[src/rtl/lb_reg_responder.sv]
// Local-bus register window: control, pulse, status, event counter and ID words
// behind a fixed-latency, fully pipelined read path.
module lb_reg_responder #(
    parameter logic [23:0] BASE_ADDR = 24'h010000,
    parameter int          N_RW      = 8,
    parameter int          READ_LAT  = 3,
    parameter logic [31:0] ID_WORD   = 32'h5A3C_0001
) (
    input  logic               lb_clk,
    input  logic               lb_rstn,
    input  logic               lb_strobe,
    input  logic               lb_write,
    input  logic               lb_rd,
    input  logic [23:0]        lb_addr,
    input  logic [31:0]        lb_data_out,
    output logic [31:0]        lb_din,
    output logic               resp_valid,
    output logic [N_RW*32-1:0] ctrl,
    output logic [31:0]        pulse,
    input  logic [31:0]        status,
    input  logic               event_in
);
    localparam int DLY = READ_LAT - 2;

    logic [1:0]  rdy_q, rdy_d;
    logic [31:0] ctrl_q [N_RW];
    logic [31:0] ctrl_d [N_RW];
    logic [31:0] pulse_q, pulse_d;
    logic [31:0] cnt_q, cnt_d;
    logic [31:0] sync1_q, sync2_q;
    logic        s1_valid_q, s1_valid_d;
    logic        s1_inwin_q, s1_inwin_d;
    logic [3:0]  s1_off_q, s1_off_d;
    logic        resp_valid_q, resp_valid_d;
    logic [31:0] lb_din_q, lb_din_d;

    logic [23:0] addr_diff;
    logic        in_win, ready, wr_en, rd_en;
    logic [3:0]  off;
    logic [31:0] rd_word;
    logic        tap_v;
    logic [31:0] tap_d;

    // Subtract first so that a window near the top of the address space cannot wrap.
    assign addr_diff = lb_addr - BASE_ADDR;
    assign in_win    = (lb_addr >= BASE_ADDR) && (addr_diff[23:4] == 20'd0);
    assign off       = addr_diff[3:0];
    assign ready     = rdy_q[1];
    assign wr_en     = ready && lb_strobe && lb_write;
    assign rd_en     = ready && lb_strobe && lb_rd && !lb_write;

    always_comb begin
        rdy_d = {rdy_q[0], 1'b1};
        for (int k = 0; k < N_RW; k++) begin
            ctrl_d[k] = ctrl_q[k];
        end
        pulse_d = 32'd0;
        cnt_d   = cnt_q + {31'd0, event_in};
        if (wr_en && in_win) begin
            for (int k = 0; k < N_RW; k++) begin
                if (off == 4'(k)) begin
                    ctrl_d[k] = lb_data_out;
                end
            end
            if (off == 4'd8) begin
                pulse_d = lb_data_out;
            end
            if (off == 4'd10) begin
                cnt_d = {31'd0, event_in};
            end
        end
        s1_valid_d = rd_en;
        s1_inwin_d = in_win;
        s1_off_d   = off;
    end

    // Stage 1: the register value is sampled here, so later counter ticks do not leak in.
    always_comb begin
        rd_word = 32'd0;
        if (s1_inwin_q) begin
            case (s1_off_q)
                4'd9:    rd_word = sync2_q;
                4'd10:   rd_word = cnt_q;
                4'd11:   rd_word = ID_WORD;
                default: rd_word = 32'd0;
            endcase
            for (int k = 0; k < N_RW; k++) begin
                if (s1_off_q == 4'(k)) begin
                    rd_word = ctrl_q[k];
                end
            end
        end
    end

    generate
        if (DLY == 0) begin : g_direct
            assign tap_v = s1_valid_q;
            assign tap_d = rd_word;
        end else begin : g_delay
            logic [DLY-1:0] dv_q, dv_d;
            logic [31:0]    dd_q [DLY];
            logic [31:0]    dd_d [DLY];

            always_comb begin
                dv_d[0] = s1_valid_q;
                dd_d[0] = rd_word;
                for (int i = 1; i < DLY; i++) begin
                    dv_d[i] = dv_q[i-1];
                    dd_d[i] = dd_q[i-1];
                end
            end

            always_ff @(posedge lb_clk or negedge lb_rstn) begin
                if (!lb_rstn) begin
                    dv_q <= '0;
                    for (int i = 0; i < DLY; i++) begin
                        dd_q[i] <= 32'd0;
                    end
                end else begin
                    dv_q <= dv_d;
                    for (int i = 0; i < DLY; i++) begin
                        dd_q[i] <= dd_d[i];
                    end
                end
            end

            assign tap_v = dv_q[DLY-1];
            assign tap_d = dd_q[DLY-1];
        end
    endgenerate

    always_comb begin
        resp_valid_d = tap_v;
        lb_din_d     = tap_v ? tap_d : lb_din_q;
    end

    always_ff @(posedge lb_clk or negedge lb_rstn) begin
        if (!lb_rstn) begin
            rdy_q        <= 2'b00;
            for (int k = 0; k < N_RW; k++) begin
                ctrl_q[k] <= 32'd0;
            end
            pulse_q      <= 32'd0;
            cnt_q        <= 32'd0;
            sync1_q      <= 32'd0;
            sync2_q      <= 32'd0;
            s1_valid_q   <= 1'b0;
            s1_inwin_q   <= 1'b0;
            s1_off_q     <= 4'd0;
            resp_valid_q <= 1'b0;
            lb_din_q     <= 32'd0;
        end else begin
            rdy_q        <= rdy_d;
            for (int k = 0; k < N_RW; k++) begin
                ctrl_q[k] <= ctrl_d[k];
            end
            pulse_q      <= pulse_d;
            cnt_q        <= cnt_d;
            sync1_q      <= status;
            sync2_q      <= sync1_q;
            s1_valid_q   <= s1_valid_d;
            s1_inwin_q   <= s1_inwin_d;
            s1_off_q     <= s1_off_d;
            resp_valid_q <= resp_valid_d;
            lb_din_q     <= lb_din_d;
        end
    end

    generate
        for (genvar k = 0; k < N_RW; k++) begin : g_ctrl
            assign ctrl[32*k +: 32] = ctrl_q[k];
        end
    endgenerate

    assign pulse      = pulse_q;
    assign lb_din     = lb_din_q;
    assign resp_valid = resp_valid_q;

endmodule

[config.mk]
export PLATFORM = sky130hd
export DESIGN_NAME = lb_reg_responder
export DESIGN_NICKNAME = d
export VERILOG_FILES = /design/src/rtl/lb_reg_responder.sv
export SDC_FILE = /design/constraint.sdc
export NUM_CORES = 1
export LEC_CHECK = 0
export BUFFER_PORTS_ARGS = -buffer_cell sky130_fd_sc_hd__buf_2
export CAP_MARGIN = 5
export CORE_ASPECT_RATIO = 1.2
export CORE_UTILIZATION = 49
export CTS_CLUSTER_SIZE = 10
export DETAILED_ROUTE_END_ITERATION = 6
export PLACE_DENSITY = 0.79
export SYNTH_ARGS = -nofsm -noshare
export SYNTH_HDL_FRONTEND = slang
export SYNTH_SLANG_ARGS = --single-unit
[constraint.sdc]
create_clock -name lb_clk -period 2.35 [get_ports lb_clk]
set_input_delay 0.3525 -clock lb_clk [delete_from_list [all_inputs] [get_ports lb_clk]]
set_output_delay 0.3525 -clock lb_clk [all_outputs]
set_load 0.02 [all_outputs]
==> impl_metrics.json <==
{
  "destination_of_the_worst_hold_path": "cnt_q[0]$_DFF_PN0_",
  "detail_route.drc_violations": 0,
  "r2r_setup_slack_ns": 0.07,
  "die_y_um": 218.2,
  "synthMuxAreaShare_pct": 20.28,
  "detailedRoute.firstIterationViolations": 1257,
  "crit_end_category": "flip-flop",
  "yosys_most_used_dff": "sky130_fd_sc_hd__dfrtp_1",
  "ys_types": 57,
  "hold-worst-slack_ns": 0.04066,
  "cts_tree": "yes",
  "worstPathRequired_ns": 2.79,
  "ys_seq_elements": 458,
  "synth_edf_count": 0,
  "finalNetCount": 2059,
  "setup_viol": 0,
  "max_slew.worst_pin.slew_ns": 0.8047,
  "synth_area_per_cell_um2": 13.26,
  "first_pass_grt_wire_length_mm": 95.73,
  "p_leak_uw": 0.01282,
  "layout-drive-gt1-share_pct": 46.40,
  "detailedRoute.firstPassIterationCount": 5,
  "synthesis.nets": 1536,
  "vias_per_cell": 6.053,
  "synth.yosys.seq_area_share_pct": 60.03,
  "cts.reportedPaths.clkPinSlew_ns": 0.06,
  "reg2reg_from": "rdy_q[1]$_DFF_PN0_",
  "num_rows": 78,
  "placement.io_buffers": 414,
  "synth-adder-area-share_pct": 0.1311,
  "hold_path_depth": 2,
  "clock_sink_count": 458,
  "worst-endpoint-arrival_ns": 2.72,
  "mean_routed_wirelength_per_cell_um": 26.47,
  "worst-path-max-fanout": 12,
  "layout-area-overhead-vs-synth_pct": 28.08,
  "cts_post_setup_buffers_inserted": 0,
  "most_common_cell_after_layout_fill_and_taps_aside": "sky130_fd_sc_hd__dfrtp_1",
  "synth_compound_gate_area_share_pct": 8.021,
  "route.vias.total": 14847,
  "gpl.final_weighted_congestion": 0.9363,
  "clk_path_buf_depth": 3,
  "clock-root-buffer": "sky130_fd_sc_hd__clkbuf_16",
  "total_standard_cell_area_after_synthesis_um2": 19090,
  "power_uw": 16200,
  "worstRegToRegCells": 7,
  "worst-setup-path-type": "flip-flop to flip-flop",
  "worst_hold_path_type": "primary input to flip-flop",
  "total_global_routing_overflow": 0,
  "tritoncts.num_buffers": 52,
  "timing.max_slew.rel_slack_pct": 46.19,
  "layout_min_cycle_time_ns": 2.280,
  "grt_pass1_vias": 15435,
  "fp.dieW_um": 182.2,
  "final-max-slew-violation-count": 0,
  "grt_antenna_before_repair": 1,
  "detailed_place_hpwl_mm": 45.17,
  "fmaxAchievable_mhz": 438.6,
  "maxCapViolations": 0,
  "finalCritPeriodShare_pct": 97.02,
  "synthesis.yosys.warnings": 0,
  "most-common-layout-cells": "sky130_fd_sc_hd__dfrtp_1 (452), sky130_fd_sc_hd__buf_2 (413), sky130_fd_sc_hd__mux2_2 (263), sky130_fd_sc_hd__buf_4 (81), sky130_fd_sc_hd__nor2_1 (64)",
  "crit-reg2reg-capture": "ctrl[239]$_DFFE_PN0P_",
  "synthXorXnorAreaFrac_pct": 1.147,
  "grt_max_degree": 75,
  "power_per_cell_area_nw_per_um2": 662.3,
  "pin_count": 415,
  "floorplan.core_area_um2": 38060,
  "crit_start": "rdy_q[1]$_DFF_PN0_",
  "synth_simple_gate_area_share_pct": 7.949,
  "hold_viol_final": 0,
  "detail_route.wirelength_mm": 64.93,
  "asyncSetResetFlopFracSynth_pct": 100.0,
  "postSynthCellCount": 1440,
  "clkLatencyLatePin_ns": 0.57,
  "peakVddDrop_uv": 570.7,
  "rsz0062_at_grt": "false",
  "synth_top_family_by_area": "multiplexers",
  "clock-skew-final_ns": 0.01995,
  "floorplan.initialDensity_pct": 50.16,
  "hp-start": "event_in",
  "ant_nets": 0,
  "outcome": "finished, final reports clean",
  "cp-start-kind": "flip-flop",
  "ctsHtreeMaxLevel": 2,
  "floorplan_die_area_um2": 39760,
  "gr-usage-all-layers_pct": 32.63
}
-- registers in the layout (all words and copies together) (netlist names) --
| register | cells |
|---|---|
| rdy_q | 2 |
| sync2_q | 32 |
| g_delay.dv_q | 1 |
| sync1_q | 32 |
| g_delay.dd_q | 32 |
| lb_din | 32 |
| s1_off_q | 4 |
| ctrl | 256 |
| cnt_q | 32 |
| resp_valid | 1 |
| g_delay.dv_d | 1 |
| s1_inwin_q | 1 |
| pulse | 32 |
-- cell usage after synthesis, types with 7 or more instances --
| cell type | instances | area (um2) |
|---|---|---|
| sky130_fd_sc_hd__dfrtp_1 | 458 | 11460 |
| sky130_fd_sc_hd__mux2_2 | 291 | 3277 |
| sky130_fd_sc_hd__nor2_1 | 65 | 244.0 |
| sky130_fd_sc_hd__nand2_1 | 55 | 206.5 |
| sky130_fd_sc_hd__a21oi_1 | 52 | 260.3 |
| sky130_fd_sc_hd__clkbuf_1 | 50 | 187.7 |
| sky130_fd_sc_hd__o21ai_0 | 48 | 240.2 |
| sky130_fd_sc_hd__nor2b_1 | 37 | 231.5 |
| sky130_fd_sc_hd__and2_1 | 33 | 206.5 |
| sky130_fd_sc_hd__nand2b_1 | 24 | 150.1 |
| sky130_fd_sc_hd__nand3_1 | 24 | 120.1 |
| sky130_fd_sc_hd__o211ai_1 | 22 | 165.2 |
| sky130_fd_sc_hd__a22oi_1 | 21 | 157.7 |
| sky130_fd_sc_hd__mux2i_1 | 20 | 200.2 |
| sky130_fd_sc_hd__buf_2 | 19 | 95.09 |
| sky130_fd_sc_hd__xnor2_1 | 18 | 157.7 |
| sky130_fd_sc_hd__nor3_1 | 17 | 85.08 |
| sky130_fd_sc_hd__mux4_2 | 16 | 360.4 |
| sky130_fd_sc_hd__a32oi_1 | 15 | 131.4 |
| sky130_fd_sc_hd__buf_1 | 14 | 52.55 |
| sky130_fd_sc_hd__inv_1 | 12 | 45.04 |
| sky130_fd_sc_hd__o22ai_1 | 10 | 62.56 |
| sky130_fd_sc_hd__o32ai_1 | 9 | 78.83 |
| sky130_fd_sc_hd__o21a_1 | 8 | 60.06 |
| sky130_fd_sc_hd__nand4_1 | 7 | 43.79 |
| sky130_fd_sc_hd__xor2_1 | 7 | 61.31 |
-- kinds of logic after synthesis --
group,count (synthesis)
xor gates and xnor gates,25
DFF,458
other,1
muxes,330
adders and majority gates,2
AOI/OAI and AO/OA,228
buffers and inverters,104
and+or+nand+nor,292
-- layout make-up --
cell class | instances | area, um2
fill | 2834 | 13610
sequential | 458 | 11470
multi-input combinational | 878 | 7331
timing repair buffer | 560 | 3622
clock buffer | 61 | 1366
tap | 480 | 600.6
inverter | 13 | 48.80
clock inverter | 2 | 10.01
antenna | 1 | 2.502
-- layer usage --
layer	global-route usage [%]	routed length, um
met2	55.89	32500
met1	39.12	23830
met4	16.41	3261
met3	6.732	5338
met5	0	0
-- worst max-delay path: stages (launching register included) --
cell and delay [ns]:
sky130_fd_sc_hd__dfrtp_1 0.34, sky130_fd_sc_hd__nand3_1 0.07, sky130_fd_sc_hd__buf_4 0.17, sky130_fd_sc_hd__or4_4 0.48, sky130_fd_sc_hd__nor3b_4 0.23, sky130_fd_sc_hd__and3_4 0.31, sky130_fd_sc_hd__clkbuf_16 0.22, sky130_fd_sc_hd__mux2_2 0.34
-- worst max-delay path by stage --
stage,endpoint,slack (ns)
after floorplan,ctrl[225]$_DFFE_PN0P_,-0.10
after global placement,ctrl[232]$_DFFE_PN0P_,-0.28
after detailed placement,ctrl[232]$_DFFE_PN0P_,-0.29
after CTS,ctrl[248]$_DFFE_PN0P_,0.05
after global routing,ctrl[255]$_DFFE_PN0P_,0.02
final,ctrl[239]$_DFFE_PN0P_,0.07
-- what timing repair did --
action                                  4_1_cts  5_1_grt
endpoints found under the setup margin        0       25
hold endpoints to repair                     74        0
hold buffers                                 37        0
resized for setup                             0        2
-- power breakdown --
part	switching (uW)	internal, uW
clock	2950	4010
combinational	682	412
sequential	124	8020
total	3760	12400
-- per-stage QoR --
| stage | setup TNS [ns] | util [%] | std cells | area [um2] | setup slack [ns] |
|---|---|---|---|---|---|
| 2_1_floorplan | -4.358 | - | 1440 | 19240 | -0.1028 |
| 3_3_place_gp | -47.04 | 59.50 | 2350 | 22650 | -0.2835 |
| 3_5_place_dp | -50.78 | 59.50 | 2350 | 22650 | -0.2928 |
| 4_1_cts | 0 | 64.09 | 2450 | 24390 | 0.04637 |
| 5_1_grt | 0 | 64.25 | 2453 | 24450 | 0.02167 |
| 6_report | 0 | 64.25 | 2453 | 24450 | 0.07010 |
(Power assumes the default switching activity.)
